==> config.mk <==
export PLATFORM = sky130hd
export DESIGN_NAME = if_fetch
export DESIGN_NICKNAME = d
export VERILOG_FILES = /design/src/rtl/if_fetch.sv
export SDC_FILE = /design/constraint.sdc
export NUM_CORES = 1
export LEC_CHECK = 0
export CORE_AREA = 2 2 172 174
export DETAILED_ROUTE_END_ITERATION = 16
export DIE_AREA = 0 0 174 176
export PLACE_DENSITY_LB_ADDON = 0.1
export SLEW_MARGIN = 20
export SYNTH_ARGS = -nofsm -noshare
export SYNTH_HDL_FRONTEND = slang
export SYNTH_SLANG_ARGS = --single-unit
==> constraint.sdc <==
create_clock -name clk_i -period 6.45 [get_ports clk_i]
set_input_delay 1.29 -clock clk_i [delete_from_list [all_inputs] [get_ports clk_i]]
set_output_delay 1.29 -clock clk_i [all_outputs]
set_load 0.005 [all_outputs]
==> src/rtl/if_fetch.sv <==
// Instruction-fetch stage: owns the PC, drives the instruction-memory
// request, and fills the IF/ID register with {PCP1, instr}. A one-entry
// skid buffer holds a fetched word while decode stalls. A redirect that
// arrives before the delay-slot word has been fetched is parked until
// that word comes back.
//
// state    | meaning
// ---------+-------------------------------------------------------------
// S_FETCH  | request outstanding (or about to be issued after reset)
// S_FULL   | skid buffer holds a word for IF/ID, no request issued
module if_fetch #(
    parameter logic [31:0] RESET_PC = 32'h0000_3000
) (
    input  logic        clk_i,
    input  logic        rst_ni,
    input  logic        stall_i,
    input  logic        flush_i,
    input  logic        jpc_avail_i,
    input  logic [29:0] jpc_i,
    output logic        imem_req_o,
    output logic [29:0] imem_addr_o,
    input  logic        imem_ack_i,
    input  logic [31:0] imem_rdata_i,
    output logic [61:0] id_data_o,
    output logic        id_valid_o
);

    typedef enum logic {
        S_FETCH = 1'b0,
        S_FULL  = 1'b1
    } state_e;

    state_e      state_q, state_d;
    logic [29:0] pc_q, pc_d;
    logic [31:0] buf_instr_q, buf_instr_d;
    logic [29:0] buf_pcp1_q, buf_pcp1_d;
    logic        redir_v_q, redir_v_d;
    logic [29:0] redir_pc_q, redir_pc_d;
    logic        req_q, req_d;
    logic [61:0] id_data_q, id_data_d;
    logic        id_valid_q, id_valid_d;

    logic [29:0] pc_inc;
    logic        in_fetch;
    logic        fetch_ack;
    logic        avail;
    logic [31:0] word;
    logic [29:0] word_pcp1;
    logic        redir_acc;

    // Next-state decode for the FSM, IF/ID register, skid buffer and PC.
    always_comb begin
        pc_inc    = pc_q + 30'd1;
        in_fetch  = (state_q == S_FETCH);
        // req_q gates the ack so a late ack straight after reset is ignored.
        fetch_ack = in_fetch && req_q && imem_ack_i;
        avail     = fetch_ack || (state_q == S_FULL);
        word      = in_fetch ? imem_rdata_i : buf_instr_q;
        word_pcp1 = in_fetch ? pc_inc : buf_pcp1_q;
        redir_acc = jpc_avail_i && !stall_i && !flush_i;

        state_d     = state_q;
        pc_d        = pc_q;
        buf_instr_d = buf_instr_q;
        buf_pcp1_d  = buf_pcp1_q;
        redir_v_d   = redir_v_q;
        redir_pc_d  = redir_pc_q;
        id_data_d   = id_data_q;
        id_valid_d  = id_valid_q;

        if (flush_i) begin
            id_valid_d = 1'b0;
            id_data_d  = '0;
            state_d    = S_FETCH;
        end else if (stall_i) begin
            if (fetch_ack) begin
                buf_instr_d = imem_rdata_i;
                buf_pcp1_d  = pc_inc;
                state_d     = S_FULL;
            end
        end else if (avail) begin
            id_data_d  = {word_pcp1, word};
            id_valid_d = 1'b1;
            state_d    = S_FETCH;
        end else begin
            id_data_d  = '0;
            id_valid_d = 1'b0;
        end

        // A word leaving FETCH advances the PC; a redirect accepted in the
        // same cycle means that word is the delay slot.
        if (fetch_ack) begin
            redir_v_d = 1'b0;
            if (redir_acc) begin
                pc_d = jpc_i;
            end else if (redir_v_q) begin
                pc_d = redir_pc_q;
            end else begin
                pc_d = pc_inc;
            end
        end else if (redir_acc) begin
            if (state_q == S_FULL) begin
                // Buffered word is the delay slot; PC already moved past it.
                pc_d = jpc_i;
            end else begin
                redir_v_d  = 1'b1;
                redir_pc_d = jpc_i;
            end
        end

        req_d = (state_d == S_FETCH);
    end

    // All state and registered outputs; reset holds the request low.
    always_ff @(posedge clk_i or negedge rst_ni) begin
        if (!rst_ni) begin
            state_q     <= S_FETCH;
            pc_q        <= RESET_PC[31:2];
            buf_instr_q <= '0;
            buf_pcp1_q  <= '0;
            redir_v_q   <= 1'b0;
            redir_pc_q  <= '0;
            req_q       <= 1'b0;
            id_data_q   <= '0;
            id_valid_q  <= 1'b0;
        end else begin
            state_q     <= state_d;
            pc_q        <= pc_d;
            buf_instr_q <= buf_instr_d;
            buf_pcp1_q  <= buf_pcp1_d;
            redir_v_q   <= redir_v_d;
            redir_pc_q  <= redir_pc_d;
            req_q       <= req_d;
            id_data_q   <= id_data_d;
            id_valid_q  <= id_valid_d;
        end
    end

    assign imem_req_o  = req_q;
    assign imem_addr_o = pc_q;
    assign id_data_o   = id_data_q;
    assign id_valid_o  = id_valid_q;

endmodule

==> impl_metrics.py, run 1 <==
metrics = {
    "layout": {
        "multi_input_area_mm2": 0.00360,
        "area_growth_pct": 31.5,
        "layout-drive-gt1-share_pct": 9.06,
        "nets": 1083,
        "seq_area_mm2": 0.00471,
        "fillers": 2882,
        "diodes": 0,
    },
    "routing": {
        "top_layer": "met4",
        "totalWireLength_mm": 25.3,
        "met1_length_mm": 12.8,
        "ant_nets": 0,
        "dr_total_vias": 6793,
        "wl_met3_mm": 1.03,
        "route.met2.wl_mm": 11.3,
        "wl_per_cell_um": 18.0,
        "viasPerCell": 4.81,
        "drtIter0Drc": 486,
        "drtPass1Iterations": 6,
        "drc": 0,
    },
    "setup_path": {
        "critPathLaunchType": "input port",
        "critical-path-top-delay-family": "simple AND/OR/NAND/NOR gates",
        "critical-path-slowest-cell": "nor3_1",
        "end_kind": "flip-flop",
        "critPathMaxFanout": 19,
        "path_class": "in2reg",
        "required_ns": 6.77,
        "worst_path_largest_cell_delay_ns": 0.69,
        "cp_num_buf_inv": 1,
        "crit_chain": "clkdlybuf4s50_1, a21oi_1, nor3_1, nand2_1, o21ai_0",
        "crit_arrival_ns": 3.67,
    },
    "synth": {
        "synth_seq_cells": 188,
        "synth_top_family_by_area": "simple AND/OR/NAND/NOR gates",
        "synth_cell_types": 52,
        "synth.yosys.seq_area_share_pct": 55.4,
        "synth-main-ff-cell": "dfrtp_1",
        "yosys.area.top_type": "dfrtp_1",
        "muxShareOfSynthArea_pct": 8.47,
        "async_reset_ff_share_pct": 100,
        "synthSimpleGateAreaFrac_pct": 16.1,
        "synth-xor-area-share_pct": 2.68,
        "synth_adder_area_share_pct": 0.147,
        "yosys_warnings": 0,
        "syn-instance-count": 870,
        "synth_edf_count": 0,
        "synth_fp_nets": 939,
        "synth_area_mm2": 0.00850,
        "syn_avg_cell_area_um2": 9.77,
        "synth_area_leaders": "dfrtp_1 (55%), nand2_1 (9.5%), o21ai_0 (6.7%)",
        "synth_compound_area_share_pct": 14.5,
        "synth.top_cell.area_share_pct": 54.8,
    },
    "timing": {
        "setup_viol": 0,
        "layout_setup_ws_ns": 3.10,
        "fin_crit_sh_pct": 51.9,
        "hold_viol": 0,
        "min_period_ns": 3.35,
        "maxClockFrequency_ghz": 0.299,
        "fin_tns_setup_ns": 0,
        "rsz0062_at_grt": "false",
        "fin_skew_ns": 0.0152,
        "maxSlewViolCount": 0,
        "tightest_slew_ns": 1.03,
        "relSlewSlack_pct": 30.6,
    },
    "cts": {
        "clkSinkCount": 188,
        "holdBufCountCts": 0,
        "clockBufferDepth": 2,
        "htreeDepth": 4,
        "cts_buffers": 17,
        "postCtsSetupRepairBufs": 0,
        "cts_tree": "built",
        "path_clk_slew_ns": 0.07,
        "clock_latency_ns": 0.43,
        "root_buffer": "clkbuf_16",
        "post_cts_resized": 0,
    },
    "floorplan": {
        "initial_core_util_pct": 29.8,
        "core_mm2": 0.0285,
        "die_area_mm2": 0.0306,
        "rows": 62,
        "die_w_um": 174,
        "ios": 162,
        "fp.dieH_um": 176,
    },
    "placement": {
        "dp_hpwl_mm": 16.7,
        "gp_congestion": 0.783,
        "port_buffers": 161,
        "dp_slack_ns": 2.66,
    },
    "global_routing": {
        "grt_max_degree": 95,
        "antenna_found_initial": 0,
        "grtUsageTotal_pct": 17.0,
        "grt_pass1_wl_mm": 40.3,
        "grt-ovfl-total": 0,
        "grt_pass1_vias": 6698,
    },
    "power_and_ir_drop": {
        "p_leak_nw": 4.66,
        "power.density_mw_per_mm2": 299,
        "peakVddDrop_uv": 167,
    },
    "status": {
        "outcome": "completed",
    },
    "job": {
        "maxCapViolCount": 0,
    },
    "hold_path": {
        "min_path_type": "reg2reg",
    },
}
==> final timing paths <==
kind                                   end      startpoint  slack, ns  depth (start not counted)
min                         buf_instr_q[8]  buf_instr_q[8]       0.47                          2
max                          id_data_o[49]      imem_ack_i       3.10                          5
min reg2reg                 buf_instr_q[8]  buf_instr_q[8]       0.47                          2
max reg2reg                imem_addr_o[28]  imem_addr_o[0]       3.60                          6
min in group asynchronous    id_data_o[26]          rst_ni       0.95                          1
max in group asynchronous  imem_addr_o[29]          rst_ni       4.28                          2
==> sequential cells by signal, summed over array words and instances (netlist names) <==
name and cells:
id_valid_o 1, imem_addr_o 30, redir_pc_q 30, redir_v_q 1
state_q 1, buf_instr_q 32, buf_pcp1_q 30, imem_req_o 1
id_data_o 62
==> synthesized netlist by cell type, types with 2 or more instances <==
master and instances:
nand3_1 13, nor3_1 12, or3_1 2, o31a_1 2, a21oi_1 25, xnor2_1 17
dfstp_2 2, buf_1 7, o21ai_0 114, mux2i_1 37, a21o_1 2, nor4_1 4
nor2b_1 2, clkbuf_1 42, or4_4 2, o2bb2ai_1 5, and4_1 4, and3_1 3
a221oi_1 2, o32a_1 3, nand4_1 9, nor3b_1 3, inv_1 11, nor2_1 42
a221o_1 2, xor2_1 9, a22oi_1 22, nand2_1 214, dfrtp_1 186, mux2_2 31
and3b_1 2, a31oi_1 2, o22ai_1 10, a32oi_1 6, o211ai_1 4
==> power by group <==
group	internal (mW)	leakage, nW	switching, mW	total, mW
Clock	0.636	0.293	0.475	1.11
Sequential	1.39	2.40	0.169	1.55
Combinational	0.336	1.97	0.339	0.675
Total	2.36	4.66	0.983	3.34
==> layer usage <==
metal	GRT usage, %	up-vias
met2	25.9	151
met3	3.19	11
li1	-	3328
met5	0	-
met1	25.1	3303
met4	3.68	0
==> per-stage QoR <==
| stage | cells | util [%] | hold slack, ns | cell area, um2 | total power, mW |
|---|---|---|---|---|---|
| global route | 1411 | 39.1 | 0.495 | 11200 | 3.54 |
| CTS | 1410 | 39.1 | 0.480 | 11200 | 3.40 |
| global placement | 1378 | 36.9 | 0.457 | 10500 | 2.25 |
| floorplan | 870 | - | 0.441 | 8500 | 1.89 |
| detailed placement | 1378 | 36.9 | 0.462 | 10500 | 2.26 |
| finish | 1411 | 39.1 | 0.475 | 11200 | 3.34 |
==> cells in the final DEF, fill, tap and decap left out, drive strengths merged, types with 13 or more instances in the layout <==
master         synthesis  routed
a21oi                 25      25
a22oi                 22      22
buf                    8      14
clkbuf                42      21
clkdlybuf4s50          0     160
dfrtp                186     186
inv                   11      13
mux2                  31      31
mux2i                 37      37
nand2                214     214
nand3                 13      13
nor2                  42      42
o21ai                115     115
xnor2                 17      17
==> worst reg2reg max path, delay by kind of cell, from the launching register on <==
kind,cells,cell delay (ns)
AO/OA/AOI/OAI,2,0.40
adder cells (fa/ha/maj),1,0.30
flip-flops,1,0.55
AND/OR/NAND/NOR,3,1.48
==> area by class of cell <==
cell class / count / share of cell area (%)
Clock buffer: 20 / 4.09
Clock inverter: 12 / 1.44
Multi-Input combinational cell: 621 / 32.2
Timing Repair Buffer: 175 / 15.5
Inverter: 11 / 0.370
Sequential cell: 188 / 42.1
Tap cell: 384 / 4.30
==> cell families (layout without fill, tap and decap cells) <==
kind of cell	after synthesis	after routing
AND/OR/NAND/NOR	319	319
AO/OA/AOI/OAI	207	207
flip-flops	188	188
multiplexers	68	68
buffers and inverters	61	218
XOR/XNOR	26	26
adder cells (fa/ha/maj)	1	1
No activity file was read; power rests on OpenSTA's default activity.
==> run 2: changes to the inputs <==
Clock period 6.45 ns to 3.2 ns, I/O delays scaled along.
==> run 2 against run 1 <==
  * Sequential cell count is the same
  * Via count increased by 0.74%
  * Worst hold slack got worse by 0.25 ns
  * Largest power group unchanged
  * Clock power increased by 89%
  * Setup slack got worse by 2.4 ns
  * Critical path type is now reg2reg
  * Routed wire length is 0.60% lower
  * Critical path depth unchanged
  * Register-to-register slack lost 2.9 ns
  * Core utilization increased by 0.40 points
  * Sequential share of layout area fell by 0.43 points
  * Final cell count increased by 1.1%
==> impl_metrics.py, run 2 (synthesis results as in run 1) <==
metrics = {
    "timing": {
        "hold_viol": 0,
        "setup_viol": 0,
        "maxSlewViolCount": 0,
        "relSlewSlack_pct": 41.3,
        "fin_crit_sh_pct": 77.7,
        "min_period_ns": 2.49,
        "rsz0062_at_grt": "false",
        "tightest_slew_ns": 0.880,
        "holdWs_ns": 0.224,
        "fin_tns_setup_ns": 0,
        "maxClockFrequency_ghz": 0.402,
        "fin_skew_ns": 0.0156,
    },
    "global_routing": {
        "grt-ovfl-total": 0,
        "grtUsageTotal_pct": 16.6,
        "grt_pass1_vias": 6663,
        "antenna_found_initial": 0,
        "grt_max_degree": 78,
        "grt_pass1_wl_mm": 39.5,
    },
    "setup_path": {
        "critical-path-top-delay-family": "simple AND/OR/NAND/NOR gates",
        "critical-path-slowest-cell": "or4_1",
        "worst_path_largest_cell_delay_ns": 0.70,
        "crit_chain": "nand4_2, or4_1, or4_4, xnor2_1, o21ai_0",
        "crit_arrival_ns": 2.76,
        "cp_num_buf_inv": 0,
        "required_ns": 3.48,
        "critPathMaxFanout": 6,
        "path_class": "reg2reg",
        "critPathLaunchType": "flip-flop",
        "end_kind": "flip-flop",
    },
    "routing": {
        "drc": 0,
        "viasPerCell": 4.80,
        "drtIter0Drc": 461,
        "totalWireLength_mm": 25.2,
        "ant_nets": 0,
        "wl_per_cell_um": 17.7,
        "dr_total_vias": 6843,
        "drtPass1Iterations": 5,
    },
    "cts": {
        "cts_buffers": 17,
        "postCtsSetupRepairBufs": 0,
        "clock_latency_ns": 0.42,
        "clkSinkCount": 188,
        "clockBufferDepth": 2,
        "htreeDepth": 4,
        "post_cts_resized": 0,
        "root_buffer": "clkbuf_16",
        "cts_tree": "built",
        "path_clk_slew_ns": 0.08,
        "holdBufCountCts": 0,
    },
    "power_and_ir_drop": {
        "power.density_mw_per_mm2": 587,
        "pwr-share-seq_pct": 47.2,
        "clkPwrFrac_pct": 31.7,
        "swShare_pct": 30.5,
        "combPwrFrac_pct": 21.1,
        "intPower_mw": 4.61,
        "peakVddDrop_uv": 308,
        "p_leak_nw": 4.73,
        "p_sw_mw": 2.02,
    },
    "placement": {
        "port_buffers": 161,
        "placed_cell_area_mm2": 0.0107,
        "dp_hpwl_mm": 17.3,
        "gp_congestion": 0.754,
    },
    "layout": {
        "largest_register_ffs": 62,
        "fin_area_mm2": 0.0113,
        "layout-drive-gt1-share_pct": 10.5,
        "layout_common_cells": "nand2_1 (213), dfrtp_1 (185), clkdlybuf4s50_1 (160)",
        "diodes": 0,
        "area_growth_pct": 32.8,
        "final_common_cell": "nand2_1",
        "nets": 1099,
    },
    "floorplan": {
        "ios": 162,
        "die_w_um": 174,
        "rows": 62,
        "core_mm2": 0.0285,
        "fp.dieH_um": 176,
        "die_area_mm2": 0.0306,
        "initial_core_util_pct": 29.8,
    },
    "hold_path": {
        "min_path_type": "in2async",
    },
    "status": {
        "outcome": "completed",
    },
    "job": {
        "maxCapViolCount": 0,
    },
}
[run 2: cell count changes in the layout (fill, tap and decap cells not counted), sizes merged]
cell / previous run / this run
inv: 13 / 17
bufinv: 3 / 1
clkinv: 4 / 2
clkinvlp: 3 / 4
clkbuf: 21 / 19
buf: 14 / 30
[run 2: worst paths after layout]
kind	startpoint	end	slack, ns	cells past startpoint
setup / recovery	imem_addr_o[10]	id_data_o[57]	0.71	5
hold / removal	rst_ni	buf_instr_q[26]	0.22	1
setup reg to reg	imem_addr_o[10]	id_data_o[57]	0.71	5
hold reg to reg	buf_pcp1_q[16]	buf_pcp1_q[16]	0.48	2
max in group asynchronous	rst_ni	imem_addr_o[10]	2.15	2
min in group clk_i	buf_pcp1_q[16]	buf_pcp1_q[16]	0.48	2
[run 2: area by class of cell]
type | count | area (um2)
multi-input combinational | 621 | 3600
sequential | 188 | 4710
timing repair buffer | 191 | 1890
clock buffer | 18 | 439
clock inverter | 13 | 131
fill | 2914 | 17300
inverter | 11 | 41.3
tap | 384 | 480
[run 2: through the flow]
stage,utilization (%),power [mW],std cells,worst slack (ns)
after global placement,37.5,4.57,1395,0.260
final,39.5,6.62,1426,0.713
after global routing,39.5,7.00,1426,0.467
after CTS,39.5,6.73,1426,0.686
after floorplan,-,3.80,870,0.870
after detailed placement,37.5,4.59,1395,0.291
[run 2: power groups by stage]
stage | Combinational [mW] | Clock (mW) | Sequential (mW)
2_1_floorplan | 0.713 | 0 | 3.09
3_3_place_gp | 1.39 | 0 | 3.18
6_report | 1.40 | 2.10 | 3.13
4_1_cts | 1.42 | 2.18 | 3.13
5_1_grt | 1.56 | 2.25 | 3.19
3_5_place_dp | 1.41 | 0 | 3.18
[run 2: routing by layer]
metal | vias to the layer above | track usage (%) | part of all wire [%]
met5 | - | 0 | 0
met4 | 0 | 4.10 | 0.97
met3 | 12 | 2.45 | 3.7
met2 | 172 | 25.7 | 45
met1 | 3301 | 24.3 | 50
li1 | 3358 | - | -
==> run 3: changes to the inputs <==
Clock period 3.2 ns to 2.5 ns, I/O delays scaled along.
==> run 3 against run 2 <==
  * First-iteration DRC count increased by 23%
  * Sequential power rose by 25%
  * Fmax is 3.2% higher
  * Core utilization increased by 1.1 points
  * Clock skew is 0.0079 ns higher
  * Setup slack worse by 0.62 ns
  * Global-route usage rose by 0.47 points
  * Count of clock-buffer cells in the layout did not move
  * Clock power increased by 36%
  * Worst hold slack worse by 0.22 ns
==> impl_metrics.py, run 3 (synthesis results as in run 1) <==
metrics = {
    "status": {
        "outcome": "completed",
    },
    "global_routing": {
        "met3_usage_pct": 3.14,
        "grt_busiest_layer": "met2",
        "grt_pass1_wl_mm": 40.9,
        "grt_use_met2_pct": 25.6,
        "grt_max_degree": 58,
        "grtUsageMet1_pct": 25.1,
        "grt-ovfl-total": 0,
        "grt_pass1_vias": 7011,
        "antenna_found_initial": 1,
        "grtUsageTotal_pct": 17.0,
    },
    "power_and_ir_drop": {
        "intPower_mw": 6.19,
        "swShare_pct": 29.4,
        "power.density_mw_per_mm2": 756,
        "combPwrFrac_pct": 22.9,
        "p_sw_mw": 2.58,
        "p_total_mw": 8.77,
        "clkPwrFrac_pct": 32.5,
        "pwr-share-seq_pct": 44.7,
        "peakVddDrop_uv": 339,
        "p_leak_nw": 4.91,
    },
    "placement": {
        "gp_congestion": 0.788,
        "port_buffers": 161,
        "dp_slack_ns": 0.0405,
        "dp_hpwl_mm": 17.4,
    },
    "setup_path": {
        "r2r_setup_slack_ns": 0.09,
        "r2r_end": "imem_addr_o[26]",
        "rr_worst_depth": 6,
        "crit_chain": "nand4_2, buf_4, or3_1, or4_4, o32a_1, o21ai_0",
        "crit_arrival_ns": 2.76,
        "reg2reg_from": "imem_addr_o[11]",
        "end_kind": "flip-flop",
        "required_ns": 2.85,
        "worst_path_largest_cell_delay_ns": 0.61,
        "critical-path-slowest-cell": "or4_4",
        "critPathMaxFanout": 4,
        "critPathLaunchType": "flip-flop",
        "path_class": "reg2reg",
    },
    "cts": {
        "path_clk_slew_ns": 0.07,
        "clockBufferDepth": 2,
        "holdBufCountCts": 0,
        "clock_latency_ns": 0.44,
        "root_buffer": "clkbuf_16",
        "postCtsSetupRepairBufs": 0,
        "htreeDepth": 4,
        "cts_tree": "built",
        "clkSinkCount": 188,
        "cts_buffers": 17,
    },
    "timing": {
        "min_period_ns": 2.41,
        "fin_tns_setup_ns": 0,
        "relSlewSlack_pct": 41.4,
        "setup_viol": 0,
        "maxSlewViolCount": 0,
        "fin_crit_sh_pct": 96.4,
        "fin_skew_ns": 0.0235,
        "maxClockFrequency_ghz": 0.415,
        "hold_viol": 0,
        "rsz0062_at_grt": "false",
        "layout_setup_ws_ns": 0.0894,
        "tightest_slew_ns": 0.879,
    },
    "hold_path": {
        "min_path_type": "in2async",
    },
    "layout": {
        "area_growth_pct": 36.4,
        "seq_area_mm2": 0.00471,
        "multi_input_area_mm2": 0.00361,
        "largest_register_ffs": 62,
        "nets": 1127,
        "layout_common_cells": "nand2_1 (213), dfrtp_1 (185), clkdlybuf4s50_1 (160)",
        "final_common_cell": "nand2_1",
        "fillers": 2908,
        "layout-drive-gt1-share_pct": 12.9,
    },
    "floorplan": {
        "die_w_um": 174,
        "rows": 62,
        "core_mm2": 0.0285,
        "fp.dieH_um": 176,
        "ios": 162,
        "die_area_mm2": 0.0306,
        "initial_core_util_pct": 29.8,
    },
    "routing": {
        "viasPerCell": 4.84,
        "drtIter0Drc": 566,
        "totalWireLength_mm": 25.6,
        "drc": 0,
        "ant_nets": 0,
        "wl_per_cell_um": 17.6,
        "dr_total_vias": 7042,
        "drtPass1Iterations": 5,
    },
    "job": {
        "maxCapViolCount": 0,
    },
}
run 3: cell types whose count changed in the layout (fill, tap and decap cells not counted), sizes merged:
cell / before / now
clkinvlp: 4 / 3
inv: 17 / 13
buf: 30 / 58
bufinv: 1 / 3
clkinv: 2 / 4
diode: 0 / 1
run 3: power by group through the flow:
stage	Clock, mW	Combinational [mW]	Sequential [mW]
after global placement	0	2.01	3.97
after CTS	2.94	2.03	3.92
after floorplan	0	0.913	3.96
after detailed placement	0	2.02	3.98
after global routing	3.05	2.25	3.99
final	2.85	2.00	3.92
run 3: repair_timing:
| action | in CTS | in global routing |
|---|---|---|
| setup endpoints to repair | 0 | 3 |
| hold endpoints to repair | 0 | 0 |
| resized for setup | 0 | 2 |
run 3: layer usage:
| metal | part of all wire (%) | vias up |
|---|---|---|
| met3 | 4.1 | 24 |
| li1 | - | 3403 |
| met4 | 1.8 | 0 |
| met2 | 44 | 192 |
| met1 | 51 | 3423 |
| met5 | 0 | - |
run 3: final cells by class:
class,instances,area share (%)
Sequential cell,188,40.6
Multi-Input combinational cell,621,31.1
Timing Repair Buffer,219,18.6
Tap cell,384,4.14
Clock buffer,18,3.79
Clock inverter,12,1.41
Inverter,11,0.356
Antenna cell,1,0.0216
run 3: worst max-delay path by stage:
stage / start / endpoint / slack (ns) / cells past startpoint
2_1_floorplan: imem_addr_o[0] / imem_addr_o[26] / 0.17 / 6
3_5_place_dp: jpc_avail_i / imem_addr_o[20] / 0.04 / 7
5_1_grt: imem_addr_o[11] / imem_addr_o[26] / 0.02 / 6
6_report: imem_addr_o[11] / imem_addr_o[26] / 0.09 / 6
3_3_place_gp: imem_ack_i / imem_addr_o[27] / -0.19 / 6
4_1_cts: imem_addr_o[11] / id_data_o[57] / 0.07 / 5
run 3: critical path: cells and delay by family (launching register included):
kind            cells  cell delay [ns]
simple gates        3             1.17
flops               1             0.57
buf+inv             1             0.17
compound gates      2             0.41
run 3: stage by stage:
step | hold WS [ns] | instance area, um2 | utilization, % | cells
5_1_grt | 0.0211 | 11600 | 40.6 | 1454
3_5_place_dp | 0.462 | 11000 | 38.5 | 1423
6_report | 0.00709 | 11600 | 40.6 | 1454
4_1_cts | 0.0115 | 11600 | 40.6 | 1453
2_1_floorplan | 0.204 | 8500 | - | 870
3_3_place_gp | 0.456 | 11000 | 38.4 | 1423
